===== config.mk =====
export PLATFORM = sky130hd
export DESIGN_NAME = ysyx_23060201_ifu
export DESIGN_NICKNAME = d
export VERILOG_FILES = /design/src/rtl/ysyx_23060201_ifu.sv
export SDC_FILE = /design/constraint.sdc
export NUM_CORES = 1
export LEC_CHECK = 0
export CAP_MARGIN = 0
export CORE_MARGIN = 8
export CORE_UTILIZATION = 50
export CTS_CLUSTER_DIAMETER = 150
export DETAILED_ROUTE_END_ITERATION = 10
export DONT_BUFFER_PORTS = 1
export PLACE_DENSITY_LB_ADDON = 0.1
export SLEW_MARGIN = 30
export SYNTH_ARGS = -nofsm -noshare
export SYNTH_HDL_FRONTEND = slang
export SYNTH_SLANG_ARGS = --single-unit

===== constraint.sdc =====
create_clock -name clk_i -period 2 [get_ports clk_i]
set_input_delay 0.5 -clock clk_i [delete_from_list [all_inputs] [get_ports clk_i]]
set_output_delay 0.5 -clock clk_i [all_outputs]
set_load 0.05 [all_outputs]

===== src/rtl/ysyx_23060201_ifu.sv =====
// ysyx_23060201_ifu -- instruction fetch unit for the multi-cycle NPC.
//
// Holds the architectural PC. Issues one AXI-lite-style read per instruction.
// Hands the returned word to decode over a valid/ready handshake, then waits
// for the next PC from execute/writeback before it fetches again. Only one
// read is ever outstanding, and there is no prefetch.
//
// Ports:
//   clk_i, rst_i            clock, synchronous active-high reset
//   araddr_o/arvalid_o/arready_i            read address channel
//   rdata_i/rresp_i/rvalid_i/rready_o       read data channel
//   inst_o/inst_pc_o/inst_valid_o/inst_ready_i   instruction to decode
//   dnpc_i/dnpc_valid_i     next PC from execute/writeback
//   fault_o/fault_cause_o   sticky fault (01 misaligned PC, 10 bus error)
//
// Build option YSYX_23060201_IFU_FAULT_EN enables fault detection:
//   - a misaligned dnpc is trapped;
//   - a non-OKAY rresp is trapped.
// Without it, rresp is ignored, dnpc is force-aligned, and fault_o and
// fault_cause_o are tied to 0.
//
// Every output comes from a register. No input reaches an output
// combinationally.
module ysyx_23060201_ifu #(
  parameter logic [31:0] RESET_PC = 32'h8000_0000
) (
  input  logic        clk_i,
  input  logic        rst_i,
  output logic [31:0] araddr_o,
  output logic        arvalid_o,
  input  logic        arready_i,
  input  logic [31:0] rdata_i,
  input  logic [1:0]  rresp_i,
  input  logic        rvalid_i,
  output logic        rready_o,
  output logic [31:0] inst_o,
  output logic [31:0] inst_pc_o,
  output logic        inst_valid_o,
  input  logic        inst_ready_i,
  input  logic [31:0] dnpc_i,
  input  logic        dnpc_valid_i,
  output logic        fault_o,
  output logic [1:0]  fault_cause_o
);

  localparam logic [31:0] NOP = 32'h0000_0013;

  typedef enum logic [2:0] {
    S_IDLE, S_REQ, S_WAIT, S_VALID, S_NEXT, S_FAULT
  } state_e;

  state_e      state_q;
  logic [31:0] pc_q, inst_q, inst_pc_q;
  logic        arvalid_q, rready_q, inst_valid_q, fault_q;
  logic [1:0]  fault_cause_q;

  // A new PC is accepted in two cases:
  //   - in VALID, together with the consume;
  //   - any time in NEXT.
  logic        load_w;
  logic [31:0] pc_ld_w;
  assign load_w = dnpc_valid_i &&
                  ((state_q == S_VALID && inst_ready_i) || state_q == S_NEXT);

`ifdef YSYX_23060201_IFU_FAULT_EN
  // Keep the raw dnpc even when it is misaligned, so the faulting PC is visible.
  logic misalign_w;
  assign pc_ld_w   = dnpc_i;
  assign misalign_w = |dnpc_i[1:0];
`else
  assign pc_ld_w = {dnpc_i[31:2], 2'b00};
`endif

  always_ff @(posedge clk_i) begin
    if (rst_i) begin
      state_q       <= S_IDLE;
      pc_q          <= RESET_PC;
      inst_q        <= NOP;
      inst_pc_q     <= RESET_PC;
      arvalid_q     <= 1'b0;
      rready_q      <= 1'b0;
      inst_valid_q  <= 1'b0;
      fault_q       <= 1'b0;
      fault_cause_q <= 2'b00;
    end else begin
      case (state_q)
        S_IDLE: begin
          state_q   <= S_REQ;
          arvalid_q <= 1'b1;
        end
        S_REQ: if (arready_i) begin
          state_q   <= S_WAIT;
          arvalid_q <= 1'b0;
          rready_q  <= 1'b1;
        end
        S_WAIT: if (rvalid_i) begin
          rready_q  <= 1'b0;
          inst_pc_q <= pc_q;
`ifdef YSYX_23060201_IFU_FAULT_EN
          if (rresp_i != 2'b00) begin
            state_q       <= S_FAULT;
            fault_q       <= 1'b1;
            fault_cause_q <= 2'b10;
          end else begin
            inst_q       <= rdata_i;
            inst_valid_q <= 1'b1;
            state_q      <= S_VALID;
          end
`else
          inst_q       <= rdata_i;
          inst_valid_q <= 1'b1;
          state_q      <= S_VALID;
`endif
        end
        // The default target after a consume is NEXT. The load block below
        // overrides it when a new PC arrives in the same cycle.
        S_VALID: if (inst_ready_i) begin
          inst_valid_q <= 1'b0;
          state_q      <= S_NEXT;
        end
        S_NEXT:  ;
        S_FAULT: ;
        default: state_q <= S_IDLE;
      endcase

      if (load_w) begin
        pc_q <= pc_ld_w;
`ifdef YSYX_23060201_IFU_FAULT_EN
        if (misalign_w) begin
          state_q       <= S_FAULT;
          fault_q       <= 1'b1;
          fault_cause_q <= 2'b01;
        end else begin
          state_q   <= S_REQ;
          arvalid_q <= 1'b1;
        end
`else
        state_q   <= S_REQ;
        arvalid_q <= 1'b1;
`endif
      end
    end
  end

  assign araddr_o     = pc_q;
  assign arvalid_o    = arvalid_q;
  assign rready_o     = rready_q;
  assign inst_o       = inst_q;
  assign inst_pc_o    = inst_pc_q;
  assign inst_valid_o = inst_valid_q;

`ifdef YSYX_23060201_IFU_FAULT_EN
  assign fault_o       = fault_q;
  assign fault_cause_o = fault_cause_q;
`else
  assign fault_o       = 1'b0;
  assign fault_cause_o = 2'b00;
  logic unused_w;
  assign unused_w = ^{rresp_i, dnpc_i[1:0], fault_q, fault_cause_q};
`endif

endmodule


==> qor.csv, run 1 <==
stage,metric,value,unit
layout,drive_above_1_share,6.35,%
drt,remaining_drc_errors,0,
global_route,grt_first_pass_wirelength,13.5,mm
sta,tns,0,ns
global_route,gr-total-overflow,0,
synth,avgSynthCellArea,7.98,µm²
drt,num_vias,2775,
synth,synthDistinctLibCells,23,
outcome,outcome,"finished, final reports clean",
die,pin_count,174,
clocking,cts_hold_buf,0,
setup_path,start_kind,register,
setup_path,path_class,register to register,
layout,final_core_util,53.5,%
die,num_rows,31,
sta,setup-violations-final,0,
setup_path,slowest_delay,0.56,ns
sta,fin_crit_sh,81.6,%
power,power_leakage,1.27,nW
setup_path,crit_fanout,18,
synth,seq_area_frac_synth,54.8,%
clocking,ctsResizeCount,0,
worst_hold_path,hold_class,input pin to register,
clocking,clkSinkCount,98,
sta,period_minus_slack,1.63,ns
worst_hold_path,whs_endpoint,inst_o[19],
sta,tightest_slew,0.572,ns
power,p_switching,0.888,mW
sta,worst_slack,0.368,ns
layout,multi_input_area,1410,µm²
power,p_int,2.72,mW
setup_path,crit_chain,"and4b_1, o21a_1, buf_4, nand2_1, a21oi_1",
die,die_w,101,µm
setup_path,end_kind,register,
setup_path,r2r-start,state_q[1],
clocking,numCtsBuffers,9,
setup_path,cp_data_arrival_time,1.91,ns
die,core_area,7100,µm²
clocking,cts_buffer_depth,2,
clocking,cts_tree,built,
place,port_buffers,0,
sta,relSlewSlack,61.8,%
synth,synth_largest_area_cell,dfxtp_1,
power,power_frac_comb,3.8,%
power,p_sw_share,24.6,%
setup_path,cp_num_buf_inv,1,
place,gp_congestion,0.778,
setup_path,r2r_cells,5,
power,ir_worst_vdd,0.425,mV
sta,maxSlewViolCount,0,
die,initial_core_util,50.5,%
place,dp_hpwl,6.32,mm
layout,syn_to_final_growth,6.04,%
global_route,grt_usage,16.8,%
drt,ant_nets,0,
sta,grt_setup_unrepaired,false,
clocking,clock-root-buffer,clkbuf_8,
synth,syn-instance-count,449,
setup_path,cp.required,2.27,ns
layout,diodes,0,
worst_hold_path,min-delay-start,rst_i,
synth,synth_area,3580,µm²
global_route,grt_max_degree,100,
setup_path,cp_slowest_cell,dfxtp_1,
die,die_area,10100,µm²
setup_path,rrSetupSlack,0.37,ns
global_route,grt_pass1_vias,2479,
power,power.density,950,nW/µm²
power,p_seq_share,58.6,%
flow_run,maxCapViolCount,0,
drt,first_pass_iters,6,
drt,via_per_inst,5.14,
power,power_frac_clock,37.5,%
synth,ys_ff_latch,98,
layout,layout.area.seq,1960,µm²
worst_hold_path,hold_depth,1,
setup_path,regToRegEndpoint,araddr_o[14],
place,dp_slack,0.379,ns
sta,finalHoldViolCount,0,
drt,drt_wl_total,9.01,mm
setup_path,crit_family,flip-flops,
clocking,post-cts-setup-buffers,0,
synth,synth.area.top_cells,"dfxtp_1, nand2_1, a21oi_1",
drt,wire_per_inst,16.7,µm
clocking,clk_latency,0.35,ns
layout,fillers,712,
sta,max_freq,613,MHz
global_route,antenna_found_initial,0,
clocking,clkTransAtPathRegs,0.09,ns
drt,drt_iter0_markers,130,
layout,final_nets,508,
die,die_y,101,µm
clocking,htree_levels,3,
sta,skew,0.00972,ns
synth,ys_warn_count,0,
synth,synth_top_area_share,54.8,%
[power groups by stage]
stage | sequential [mW] | clock [mW] | combinational (mW)
2_1_floorplan | 2.15 | 0 | 0.171
3_3_place_gp | 2.16 | 0 | 0.137
3_5_place_dp | 2.16 | 0 | 0.140
4_1_cts | 2.12 | 1.41 | 0.140
5_1_grt | 2.12 | 1.50 | 0.155
6_report | 2.12 | 1.35 | 0.139
[through the flow]
stage / hold WS (ns) / total power, mW / area, µm² / instances
2_1_floorplan: 0.558 / 2.32 / 3600 / 455
3_3_place_gp: 0.580 / 2.30 / 3580 / 524
3_5_place_dp: 0.582 / 2.30 / 3580 / 524
4_1_cts: 0.195 / 3.66 / 3800 / 540
5_1_grt: 0.187 / 3.77 / 3800 / 540
6_report: 0.213 / 3.61 / 3800 / 540
[per-layer routing]
metal	wire length, µm	track usage (%)	vias up	part of all wire, %
met2	4390	27.4	107	49
met3	1060	7.11	12	12
met4	134	6.40	0	1.5
li1	-	-	1405	-
met1	3410	19.0	1251	38
met5	0	0	-	0
[cells by family after synthesis]
family | count (synthesis) | share of synthesized area [%]
compound gates | 101 | 14.6
buf+inv | 39 | 6.46
simple gates | 210 | 24.1
flops | 98 | 54.8
other cells | 1 | 0.105
[worst max-delay path by stage]
stage / cells past startpoint / to / slack, ns / from
finish: 5 / araddr_o[14] / 0.37 / state_q[1]
global route: 5 / araddr_o[14] / 0.21 / state_q[1]
CTS: 5 / araddr_o[14] / 0.35 / state_q[1]
detailed placement: 5 / araddr_o[14] / 0.38 / state_q[1]
global placement: 5 / araddr_o[4] / 0.44 / state_q[1]
floorplan: 4 / araddr_o[10] / 0.56 / rst_i
[cell usage in the layout, fill, tap and decap left out, types with 2 or more instances in the layout]
cell type,count
o21ai_0,2
buf_4,8
a21oi_1,94
nand3b_1,6
nand2b_1,3
clkinv_4,2
conb_1,7
nor2_1,5
nand2_1,186
nor3_1,5
clkbuf_8,12
dfxtp_1,98
[final cells by class]
| cell class | instances | area share (%) |
|---|---|---|
| sequential | 98 | 51.6 |
| multi-input combinational | 318 | 37.2 |
| clock buffer | 12 | 4.35 |
| tap | 99 | 3.26 |
| timing repair buffer | 9 | 2.11 |
| clock inverter | 4 | 1.48 |
[sequential cells by signal, indices dropped and copies added, names as in the netlist]
register	count
inst_valid_o	1
rready_o	1
araddr_o	30
inst_pc_o	30
inst_o	32
arvalid_o	1
state_q	3
[cell usage after synthesis (all sizes together)]
master,instances
nand3b,6
nor2b,1
a21oi,94
a2bb2oi,1
clkbuf,17
o21a,1
and4b,1
nor3,5
o21bai,1
nor2,5
conb,1
nor3b,2
o21ai,3
nand2,186
dfxtp,98
buf,22
nand2b,3
nand4b,1
a221o,1
No activity file was read; power rests on OpenSTA's default activity.
==> run 2, diff against run 1 <==
- clock period: 2 -> 1.7 ns (I/O delays scaled with it)
==> qor.csv, run 2 (same netlist as run 1, synthesis figures left out) <==
stage,metric,value,unit
drt,drt_iter0_markers,130,
setup_path,path_class,register to register,
sta,period_minus_slack,1.48,ns
global_route,antenna_found_initial,0,
die,die_w,101,µm
clocking,numCtsBuffers,9,
place,dp_cells,523,
sta,skew,0.0121,ns
clocking,cts_hold_buf,0,
place,gp_congestion,0.759,
global_route,grt_first_pass_wirelength,13.8,mm
drt,num_vias,2796,
place,dp_hpwl,6.25,mm
sta,tightest_slew,0.578,ns
layout,syn_to_final_growth,6.32,%
clocking,clock-root-buffer,clkbuf_8,
global_route,grt_pass1_vias,2636,
layout,largest_reg_flops,32,
worst_hold_path,hold_class,input pin to register,
sta,grt_setup_unrepaired,false,
die,core_area,7100,µm²
setup_path,cp_data_arrival_time,1.72,ns
sta,tns,0,ns
setup_path,crit_fanout,39,
layout,layout_common_cells,"nand2_1, dfxtp_1, a21oi_1",
clocking,clkSinkCount,98,
drt,wire_per_inst,16.9,µm
setup_path,cp.required,1.94,ns
die,die_area,10100,µm²
die,num_rows,31,
power,power_leakage,1.25,nW
die,initial_core_util,50.5,%
drt,ant_nets,0,
setup_path,start_kind,register,
sta,finalHoldViolCount,0,
clocking,clkTransAtPathRegs,0.10,ns
drt,remaining_drc_errors,0,
layout,fin_cells,538,
clocking,htree_levels,3,
sta,setup-violations-final,0,
setup_path,startpoint,state_q[1],
worst_hold_path,min-delay-start,rst_i,
global_route,grt_usage,17.2,%
setup_path,r2r-start,state_q[1],
outcome,outcome,"finished, final reports clean",
die,die_y,101,µm
drt,via_per_inst,5.20,
clocking,cts_tree,built,
power,power.density,1090,nW/µm²
layout,layout_commonest_cell,nand2_1,
setup_path,end_kind,register,
drt,drt_wl_total,9.08,mm
global_route,gr-total-overflow,0,
global_route,grt_max_degree,100,
sta,relSlewSlack,61.4,%
layout,layout.area.seq,1960,µm²
power,ir_worst_vdd,0.519,mV
layout,diodes,0,
flow_run,maxCapViolCount,0,
sta,max_freq,677,MHz
layout,multi_input_area,1410,µm²
layout,fillers,718,
die,pin_count,174,
layout,drive_above_1_share,6.15,%
sta,maxSlewViolCount,0,
place,port_buffers,0,
clocking,clk_latency,0.35,ns
drt,first_pass_iters,6,
layout,final_nets,507,
sta,fin_crit_sh,86.9,%
clocking,cts_buffer_depth,2,
## run 2: per-stage QoR
step,setup WS (ns),hold WS (ns),total power [mW],utilization (%),area [µm²]
2_1_floorplan,0.339,0.549,2.73,-,3600
3_3_place_gp,0.148,0.505,2.71,50.8,3610
3_5_place_dp,0.103,0.506,2.72,50.8,3610
4_1_cts,0.0861,0.113,4.22,53.6,3810
5_1_grt,0.0881,0.109,4.35,53.7,3810
6_report,0.223,0.131,4.16,53.7,3810
## run 2: worst paths after layout
path	to	slack (ns)	cells past startpoint
hold / removal	inst_o[15]	0.13	1
hold reg to reg	state_q[2]	0.54	2
setup / recovery	inst_o[23]	0.22	5
setup reg to reg	inst_o[23]	0.22	5
## run 2: critical path, cell delays in order (launching register included)
cell and delay [ns]:
dfxtp_2 0.46, nor2b_1 0.30, nand3b_1 0.14, buf_4 0.28, nand2_1 0.12, a21oi_1 0.07
## run 2: timing repair
item	in CTS	in global routing
gates resized for setup	0	1
setup endpoints to repair	0	40
buffers inserted	0	0
## run 2: layout make-up
| class | count | area share (%) |
|---|---|---|
| Tap cell | 99 | 3.25 |
| Clock inverter | 5 | 1.64 |
| Timing Repair Buffer | 8 | 2.89 |
| Sequential cell | 98 | 51.5 |
| Clock buffer | 10 | 3.61 |
| Multi-Input combinational cell | 318 | 37.1 |
## run 2: metal layers
metal / GRT usage, % / wire length, µm
met1: 19.0 / 3390
met2: 27.1 / 4270
met3: 9.19 / 1270
met4: 7.09 / 156
met5: 0 / 0
## run 2: power by group
part / internal (mW) / total, mW / switching (mW)
Sequential: 2.33 / 2.49 / 0.154
Clock: 0.721 / 1.50 / 0.783
Combinational: 0.0613 / 0.175 / 0.113
Total: 3.11 / 4.16 / 1.05
